[config.mk]
export PLATFORM = sky130hd
export DESIGN_NAME = iterative_divider_16bit
export DESIGN_NICKNAME = d
export VERILOG_FILES = /design/src/rtl/iterative_divider_16bit.sv
export SDC_FILE = /design/constraint.sdc
export NUM_CORES = 1
export LEC_CHECK = 0
export ABC_CLOCK_PERIOD_IN_PS = 5140
export BUFFER_PORTS_ARGS = -buffer_cell sky130_fd_sc_hd__buf_2
export CORE_MARGIN = 2
export CORE_UTILIZATION = 40
export DETAILED_ROUTE_END_ITERATION = 16
export PLACE_DENSITY = 0.65
export SETUP_SLACK_MARGIN = 0.3
export SLEW_MARGIN = 20
export SYNTH_ARGS = -nofsm -noshare
export SYNTH_HDL_FRONTEND = slang
export SYNTH_SLANG_ARGS = --single-unit
[constraint.sdc]
create_clock -name clk -period 5.14 [get_ports clk]
set_input_delay 0.514 -clock clk [delete_from_list [all_inputs] [get_ports clk]]
set_output_delay 0.514 -clock clk [all_outputs]
set_load 0.02 [all_outputs]
[src/rtl/iterative_divider_16bit.sv]
// Signed 16-bit restoring divider, one quotient bit per clock.
// Ports:
//   clk, rst_n          clock, async active-low reset
//   start               begin a division (accepted in IDLE or DONE only)
//   dividend, divisor   two's-complement operands, sampled on accept
//   busy                high while iterating (state DIV)
//   done                one-cycle pulse, results valid (state DONE)
//   quotient            signed quotient, truncated toward zero
//   remainder           signed remainder, sign follows dividend
//   Error               divide-by-zero or overflow on the last result
module iterative_divider_16bit (
  input  logic          clk,
  input  logic          rst_n,
  input  logic          start,
  input  logic [15:0]   dividend,
  input  logic [15:0]   divisor,
  output logic          busy,
  output logic          done,
  output logic [15:0]   quotient,
  output logic [15:0]   remainder,
  output logic          Error
);

  localparam int unsigned W  = 16;
  localparam int unsigned CW = 4;

  typedef enum logic [1:0] {IDLE, DIV, DONE} state_t;

  state_t          state, state_nx;
  logic [CW-1:0]   cnt_q;
  logic [W-1:0]    rem_q;
  logic [W-1:0]    quo_q;
  logic [W-1:0]    dvs_q;
  logic            qneg_q;
  logic            rneg_q;
  logic            pend_q;   // special-case result waiting one cycle before DONE

  logic            accept_c;
  logic            div_zero_c;
  logic            ovf_c;
  logic            special_c;
  logic            last_iter_c;
  logic [W:0]      dvd_ext_c;
  logic [W:0]      dvs_ext_c;
  logic [W-1:0]    dvd_abs_c;
  logic [W-1:0]    dvs_abs_c;
  logic [W:0]      trial_c;
  logic            ge_c;
  logic [W-1:0]    rem_nx_c;
  logic [W-1:0]    quo_nx_c;

  // Operand classification and accept decode
  always_comb begin
    accept_c    = start && !pend_q && ((state == IDLE) || (state == DONE));
    div_zero_c  = (divisor == 16'h0000);
    ovf_c       = (dividend == 16'h8000) && (divisor == 16'hFFFF);
    special_c   = div_zero_c || ovf_c;
    last_iter_c = (state == DIV) && (cnt_q == CW'(W - 1));
  end

  // Magnitudes via 17-bit negate so |0x8000| = 32768 survives in 16 unsigned bits
  always_comb begin
    dvd_ext_c = {dividend[W-1], dividend};
    dvs_ext_c = {divisor[W-1], divisor};
    dvd_abs_c = dividend[W-1] ? W'((~dvd_ext_c) + 17'd1) : dividend;
    dvs_abs_c = divisor[W-1]  ? W'((~dvs_ext_c) + 17'd1) : divisor;
  end

  // One restoring step: shift dividend MSB into partial remainder, trial subtract
  always_comb begin
    trial_c  = {rem_q, quo_q[W-1]};
    ge_c     = (trial_c >= {1'b0, dvs_q});
    rem_nx_c = ge_c ? W'(trial_c - {1'b0, dvs_q}) : trial_c[W-1:0];
    quo_nx_c = {quo_q[W-2:0], ge_c};
  end

  // Next-state logic
  always_comb begin
    state_nx = state;
    case (state)
      IDLE: begin
        if (pend_q)                      state_nx = DONE;
        else if (accept_c && !special_c) state_nx = DIV;
      end
      DIV: begin
        if (last_iter_c) state_nx = DONE;
      end
      DONE: begin
        if (accept_c && !special_c) state_nx = DIV;
        else                        state_nx = IDLE;
      end
      default: state_nx = IDLE;
    endcase
  end

  // State register with registered status decode
  always_ff @(posedge clk or negedge rst_n) begin
    if (!rst_n) begin
      state <= IDLE;
      busy  <= 1'b0;
      done  <= 1'b0;
    end else begin
      state <= state_nx;
      busy  <= (state_nx == DIV);
      done  <= (state_nx == DONE);
    end
  end

  // Datapath and result registers
  always_ff @(posedge clk or negedge rst_n) begin
    if (!rst_n) begin
      cnt_q     <= '0;
      rem_q     <= '0;
      quo_q     <= '0;
      dvs_q     <= '0;
      qneg_q    <= 1'b0;
      rneg_q    <= 1'b0;
      pend_q    <= 1'b0;
      quotient  <= '0;
      remainder <= '0;
      Error     <= 1'b0;
    end else if (accept_c) begin
      cnt_q  <= '0;
      pend_q <= special_c;
      if (div_zero_c) begin
        quo_q <= dividend[W-1] ? 16'h8000 : 16'h7FFF;
        rem_q <= dividend;
      end else if (ovf_c) begin
        quo_q <= 16'h7FFF;
        rem_q <= 16'h0000;
      end else begin
        quo_q  <= dvd_abs_c;
        rem_q  <= '0;
        dvs_q  <= dvs_abs_c;
        qneg_q <= dividend[W-1] ^ divisor[W-1];
        rneg_q <= dividend[W-1];
      end
    end else if (pend_q) begin
      pend_q    <= 1'b0;
      quotient  <= quo_q;
      remainder <= rem_q;
      Error     <= 1'b1;
    end else if (state == DIV) begin
      rem_q <= rem_nx_c;
      quo_q <= quo_nx_c;
      cnt_q <= cnt_q + CW'(1);
      if (last_iter_c) begin
        quotient  <= qneg_q ? W'((~quo_nx_c) + 16'd1) : quo_nx_c;
        remainder <= rneg_q ? W'((~rem_nx_c) + 16'd1) : rem_nx_c;
        Error     <= 1'b0;
      end
    end
  end

endmodule

==> results of run 1 <==
[placed cells by master (no fill, tap or decap), drive strengths merged, types with 3 or more instances in the layout]
master	instances
dfrtp	92
ha	22
a21boi	4
nor3b	4
o21a	4
o211ai	4
o31ai	12
a21oi	76
nor2b	5
nor4	7
or3	8
nand2b	8
a22oi	4
nand4	6
xnor2	47
a211oi	4
buf	74
or4	8
or2	7
a31oi	4
a22o	3
and2	5
o21ai	111
nand2	103
inv	36
nor2	83
mux2	7
nand3	10
a21o	6
mux2i	20
nor3	13
o41ai	7
clkbuf	9
a221oi	3
xor2	21
[final timing paths]
check | from | endpoint | cells past startpoint
setup / recovery | rem_q[3] | remainder[12] | 15
hold / removal | rst_n | dvs_q[3] | 1
setup reg to reg | rem_q[3] | remainder[12] | 15
hold reg to reg | Error | Error | 1
max in group asynchronous | rst_n | pend_q | 2
min in group clk | dividend[11] | rem_q[11] | 3
[per-layer routing]
layer | track usage (%) | up-vias | wire length, um
li1 | - | 2952 | -
met1 | 34.32 | 2882 | 9532
met2 | 30.66 | 203 | 7828
met3 | 3.345 | 19 | 1275
met4 | 6.810 | 0 | 274
met5 | 0 | - | 0
[area by class of cell]
class | instances | area [um^2]
clock buffer | 9 | 225.2
sequential | 92 | 2303
clock inverter | 7 | 88.84
timing repair buffer | 74 | 385.4
tap | 216 | 270.3
fill | 1622 | 8651
inverter | 32 | 120.1
multi-input combinational | 647 | 3956
[cells in the mapped netlist (all sizes together) (3+ instances only)]
master / number / area, um^2
a31oi: 4 / 25.02
or4: 8 / 60.06
nor4: 7 / 43.79
nand2b: 8 / 50.05
a211oi: 4 / 30.03
mux2i: 20 / 200.2
o21ai: 111 / 559.3
buf: 14 / 86.34
a22oi: 4 / 30.03
dfrtp: 92 / 2302
a22o: 3 / 26.28
a21o: 6 / 45.04
nor3: 13 / 70.07
or2: 7 / 43.79
o31ai: 12 / 100.1
nand4: 6 / 37.54
clkbuf: 33 / 126.4
xor2: 21 / 183.9
o21a: 4 / 30.03
a221oi: 3 / 50.05
mux2: 7 / 78.83
nor2: 83 / 311.6
o211ai: 4 / 40.03
nand2: 103 / 386.6
xnor2: 47 / 411.6
or3: 8 / 50.05
inv: 32 / 120.1
nor3b: 4 / 30.03
and2: 5 / 31.28
nand3: 10 / 50.05
ha: 22 / 275.3
a21oi: 76 / 384.1
o41ai: 7 / 68.82
nor2b: 5 / 31.28
a21boi: 4 / 30.03
[kinds of logic (layout without fill, tap and decap cells)]
| logic type | Yosys count | count (layout) | synth area share (%) |
|---|---|---|---|
| buf+inv | 79 | 122 | 5.050 |
| fa+ha+maj | 23 | 23 | 4.480 |
| mux | 27 | 27 | 4.233 |
| flops | 92 | 92 | 34.93 |
| compound gates | 255 | 255 | 23.29 |
| simple gates | 274 | 274 | 18.98 |
| xor+xnor | 68 | 68 | 9.036 |
[through the flow]
| stage | power [mW] | cell area [um^2] |
|---|---|---|
| global placement | 4.784 | 7036 |
| CTS | 5.532 | 7350 |
| finish | 5.573 | 7350 |
| floorplan | 3.923 | 6591 |
| detailed placement | 4.798 | 7036 |
| global route | 6.014 | 7350 |
[report_power, final]
part | internal, mW | switching [mW]
Clock | 0.390 | 0.331
Sequential | 1.06 | 0.388
Combinational | 1.33 | 2.08
Total | 2.78 | 2.80
[registers in the layout (all words and copies together), names as in the netlist]
name	count
dvs_q	16
quo_q	16
quotient	16
rem_q	16
remainder	16
cnt_q	4
state	2
Error	1
busy	1
done	1
pend_q	1
qneg_q	1
rneg_q	1
==> reports/results.ini, run 1 <==
[sta]
slew_violations = 0
max_freq_mhz = 251.2
rsz0062_at_grt = false
clock_skew_ns = 0.01146
timing.hold.ws_ns = 0.2680
period_needed_ns = 3.981
fin_crit_sh_pct = 77.45
finalWorstSetupSlack_ns = 1.159
tightest_slew_ns = 1.135
slew-limit-headroom_pct = 24.05
hold_viol_final = 0
tns_ns = 0
setup_violations = 0

[worst_setup_path]
endpoint_kind = register
arrival_ns = 4.20
reg2reg_slack_ns = 1.16
crit_buf_inv = 1
crit_fanout = 17
max_stage_delay_ns = 0.45
cp_slowest_cell = dfrtp_1
crit_family = compound AO/OA/AOI/OAI gates
critical_path_class = reg2reg
crit_top_cell = ha_1
cp-start-kind = register
crit_path_cell_trace = ha_1, a21o_1, o31a_1, o211ai_2, nand2_1, inv_2, mux2i_1, ha_1, nand3b_1, nor3_1, a31oi_1, or2_1, o21ai_1, xnor2_1, o221ai_1
cp.required_ns = 5.36

[logic_synthesis]
yosysWarnings = 0
avgSynthCellArea_um2 = 8.058
seq_area_frac_synth_pct = 34.93
synth_cell_types = 65
syn_area_mm2 = 0.006591
synthCells = 818
synth_edf_count = 0
yosys_register_bits = 92
ys.flop_type = dfrtp_1
ys_async_sr_fraction_pct = 100.0
synth_nets = 876

[pwr]
leakage_nw = 3.189
vdd_drop_max_uv = 306.8
p_per_area_mw_per_mm2 = 758.3

[drt]
remaining_drc_errors = 0
dr_total_vias = 6056
drtIter0Drc = 559
wl_um = 18910
via_per_inst = 5.623
wire_per_inst_um = 17.56
ant_nets = 0
firstDrtPassIters = 5

[flow_run]
maxCapViolCount = 0

[global_routing]
grt_pass1_vias = 5578
grtUsageTotal_pct = 21.93
antenna_found_initial = 0
gr-total-overflow = 0
grt_pass1_wl_um = 30670
grt_max_degree = 67

[cts]
path_clk_slew_ns = 0.08
post_cts_resized = 0
cts_setup_buffers = 0
clk_latency_ns = 0.36
cts-root-buf = clkbuf_16
ctsHoldBuffers = 0
cts_buffer_depth = 2
cts_buffers = 9
cts_sinks = 92
htree_num_levels = 3
cts_tree = done

[die]
pin_count = 70
core_area_mm2 = 0.01600
die_h_um = 132.4
initial_core_util_pct = 41.19
die_x_um = 132.4
dieArea_mm2 = 0.01752
rows = 46

[placement]
pre_cts_ws_ns = 1.220
detailed_place_hpwl_um = 14220
gp_congestion = 0.9389
port_buffers = 69
dp_cells = 1061

[final_layout]
diodes = 0
fin_util_pct = 45.93
stdcell_count = 1077
layout-drive-gt1-share_pct = 13.36
final_nets = 914
syn_to_final_growth_pct = 11.50

[status]
outcome = completed

[worst_hold_path]
hp-class = in2async

Note: power is estimated with default switching activity, not from simulation.
==> run 2: changes to the inputs <==
ABC_AREA = 1   (was not set)
ABC_CLOCK_PERIOD_IN_PS = 3890   (was 5140)
clock period = 3.89 ns   (was 5.14 ns; I/O delays follow)
==> run 2 against run 1 <==
Sequential share of layout area down 1.9 points. Non-clock buffer count up 7. First-iteration DRC count shrank 2.5%. Via count is 12% higher. Critical endpoint is now quotient[12]. Critical path type unchanged. Utilization shrank 0.22 points. Highest routed layer unchanged.
==> reports/results.ini, run 2 <==
[status]
outcome = completed

[final_layout]
fillers = 1793  ; +11%
mostFrequentLayoutCells = nand2_1 (267), inv_1 (132), dfrtp_1 (92), nand3_1 (76), buf_2 (68)
stdcell_count = 1277  ; +19%
layout_commonest_cell = nand2_1
final_nets = 1106  ; +21%
syn_to_final_growth_pct = 12.58
diodes = 0  ; unchanged
layout-drive-gt1-share_pct = 15.40  ; +2.0 points

[logic_synthesis]
yosys.area.top_type_share_pct = 33.12  ; -1.8 points
synthTopCellsByCount = nand2_1 (267), inv_1 (132), dfrtp_1 (92)
synth_area_leaders = dfrtp_1 (33%), nand2_1 (14%), inv_1 (7.1%)
avgSynthCellArea_um2 = 7.021  ; -13%
ys_async_sr_fraction_pct = 100.0  ; unchanged
seq_area_frac_synth_pct = 33.12  ; -1.8 points
syn_area_mm2 = 0.006950  ; +5.4%
synth_cell_types = 49  ; -25%
synth.most_common_cell = nand2_1
synth_nets = 1048  ; +20%
synthCells = 990  ; +21%
yosys.area.top_type = dfrtp_1
yosys_register_bits = 92  ; unchanged
synth_edf_count = 0  ; unchanged
ys.flop_type = dfrtp_1
yosysWarnings = 0  ; unchanged

[worst_setup_path]
crit_family = simple AND/OR/NAND/NOR gates
crit_fanout = 9  ; -8
max_stage_delay_ns = 0.43  ; -0.02 ns
cp_slowest_cell = dfrtp_1
arrival_ns = 3.49  ; -0.71 ns
crit_path_cell_trace = ha_1, nand2_1, inv_1, nand2_1, nand2_1, nand2_1, nand2_1, nor2_4, nand2_4, inv_2, ha_1, inv_1, nor4_4, nand4_1, o31ai_1, xor2_1, o221ai_1
critical_path_class = reg2reg
cp.required_ns = 4.09  ; -1.27 ns
endpoint_kind = register
cp-start-kind = register
crit_top_cell = nand2_1
crit_buf_inv = 3  ; +2

[pwr]
p_seq_share_pct = 21.3  ; -4.6 points
p_per_area_mw_per_mm2 = 1069  ; +41%
vdd_drop_max_uv = 363.7  ; +19%
leakage_nw = 4.022  ; +26%
p_int_mw = 3.806  ; +37%
combPwrFrac_pct = 67.5  ; +6.4 points
switching_share_pct = 54.51  ; +4.3 points
clock_power_share_pct = 11.2  ; -1.7 points
p_switching_mw = 4.560  ; +63%
p_total_mw = 8.366  ; +50%

[cts]
clk_latency_ns = 0.36  ; about the same
cts_buffers = 9  ; unchanged
path_clk_slew_ns = 0.07  ; about the same
cts_sinks = 92  ; unchanged
htree_num_levels = 3  ; unchanged
cts_tree = done
cts_buffer_depth = 2  ; unchanged
cts-root-buf = clkbuf_16

[placement]
dp_cells = 1259  ; +19%
pre_cts_ws_ns = 0.3917  ; -0.8287 ns
gp_congestion = 0.9607  ; +2.3%
port_buffers = 69  ; unchanged
detailed_place_hpwl_um = 16460  ; +16%

[die]
rows = 48  ; +4.3%
core_area_mm2 = 0.01712  ; +7.0%
pin_count = 70  ; unchanged
die_h_um = 135.8  ; +2.6%
die_x_um = 135.8  ; +2.6%
dieArea_mm2 = 0.01845  ; +5.3%
initial_core_util_pct = 40.61  ; -0.59 points

[sta]
tightest_slew_ns = 1.070  ; -0.06475 ns
setup_violations = 0  ; unchanged
slew_violations = 0  ; unchanged
rsz0062_at_grt = false
clock_skew_ns = 0.009540  ; -0.001918 ns
fin_crit_sh_pct = 84.68  ; +7.2 points
tns_ns = 0  ; unchanged
timing.hold.ws_ns = 0.1213  ; -0.1467 ns
max_freq_mhz = 303.6  ; +21%
period_needed_ns = 3.294  ; -0.6869 ns
hold_viol_final = 0  ; unchanged
finalWorstSetupSlack_ns = 0.5960  ; -0.5631 ns
slew-limit-headroom_pct = 28.57  ; +4.5 points

[global_routing]
grtUsageMet2_pct = 35.75  ; +5.1 points
gr-usage-met1_pct = 35.85  ; +1.5 points
grt_max_degree = 63  ; -6.0%
grt_pass1_wl_um = 34030  ; +11%
grt_pass1_vias = 6269  ; +12%
antenna_found_initial = 0  ; unchanged
gr-total-overflow = 0  ; unchanged
grtUsageTotal_pct = 24.05  ; +2.1 points
use_met3_pct = 3.878  ; +0.53 points
grt.busiest_layer = met1

[drt]
via_per_inst = 5.294  ; -5.8%
remaining_drc_errors = 0  ; unchanged
drtIter0Drc = 545  ; -2.5%
ant_nets = 0  ; unchanged
firstDrtPassIters = 5  ; unchanged
wl_um = 21400  ; +13%
dr_total_vias = 6761  ; +12%
wire_per_inst_um = 16.76  ; -4.6%

[worst_hold_path]
hp-class = in2async

[flow_run]
maxCapViolCount = 0  ; unchanged

run 2: worst paths after layout:
path	slack, ns	end	cells past startpoint	start
max in group asynchronous	2.83	dvs_q[14]	2	rst_n
min reg2reg	0.47	Error	2	Error
min	0.12	quotient[13]	1	rst_n
min in group clk	0.35	dvs_q[0]	3	divisor[0]
max reg2reg	0.60	quotient[12]	17	rem_q[10]
max	0.60	quotient[12]	17	rem_q[10]
run 2: area by class of cell:
class                      instances  area (um^2)  area share (%)
multi-input combinational        719         3950           50.48
inverter                         145        544.3           6.956
clock inverter                     4        56.30          0.7195
clock buffer                      11        252.7           3.230
sequential                        92         2302           29.42
timing repair buffer              81        437.9           5.596
tap                              225        281.5           3.598
run 2: logic make-up after synthesis:
kind of cell,synth area share [%]
AO/OA/AOI/OAI,14.33
XOR/XNOR,5.419
adder cells (fa/ha/maj),4.248
buffers and inverters,10.37
flip-flops,33.12
AND/OR/NAND/NOR,32.51
run 2: repair_timing:
item,4_1_cts,5_1_grt
buffers inserted,0,3
endpoints found under the setup margin,0,3
resized for setup,0,3
hold buffers,0,0
run 2: layer usage:
| layer | routed length [um] | vias to the layer above |
|---|---|---|
| met5 | 0 | - |
| met1 | 10250 | 3147 |
| met4 | 384 | 0 |
| met3 | 1474 | 30 |
| met2 | 9286 | 243 |
| li1 | - | 3341 |
run 2: power groups by stage:
stage	sequential, mW	clock, mW	combinational (mW)
after global routing	1.84	0.981	6.36
after detailed placement	1.78	0	5.52
after CTS	1.77	0.948	5.55
after global placement	1.77	0	5.50
final	1.78	0.939	5.65
after floorplan	1.85	0	4.09
run 2: stage by stage:
step | utilization [%] | area [um^2]
final | 45.72 | 7825
after global routing | 45.72 | 7825
after CTS | 45.47 | 7782
after detailed placement | 43.66 | 7473
after global placement | 43.66 | 7473
after floorplan | - | 6950
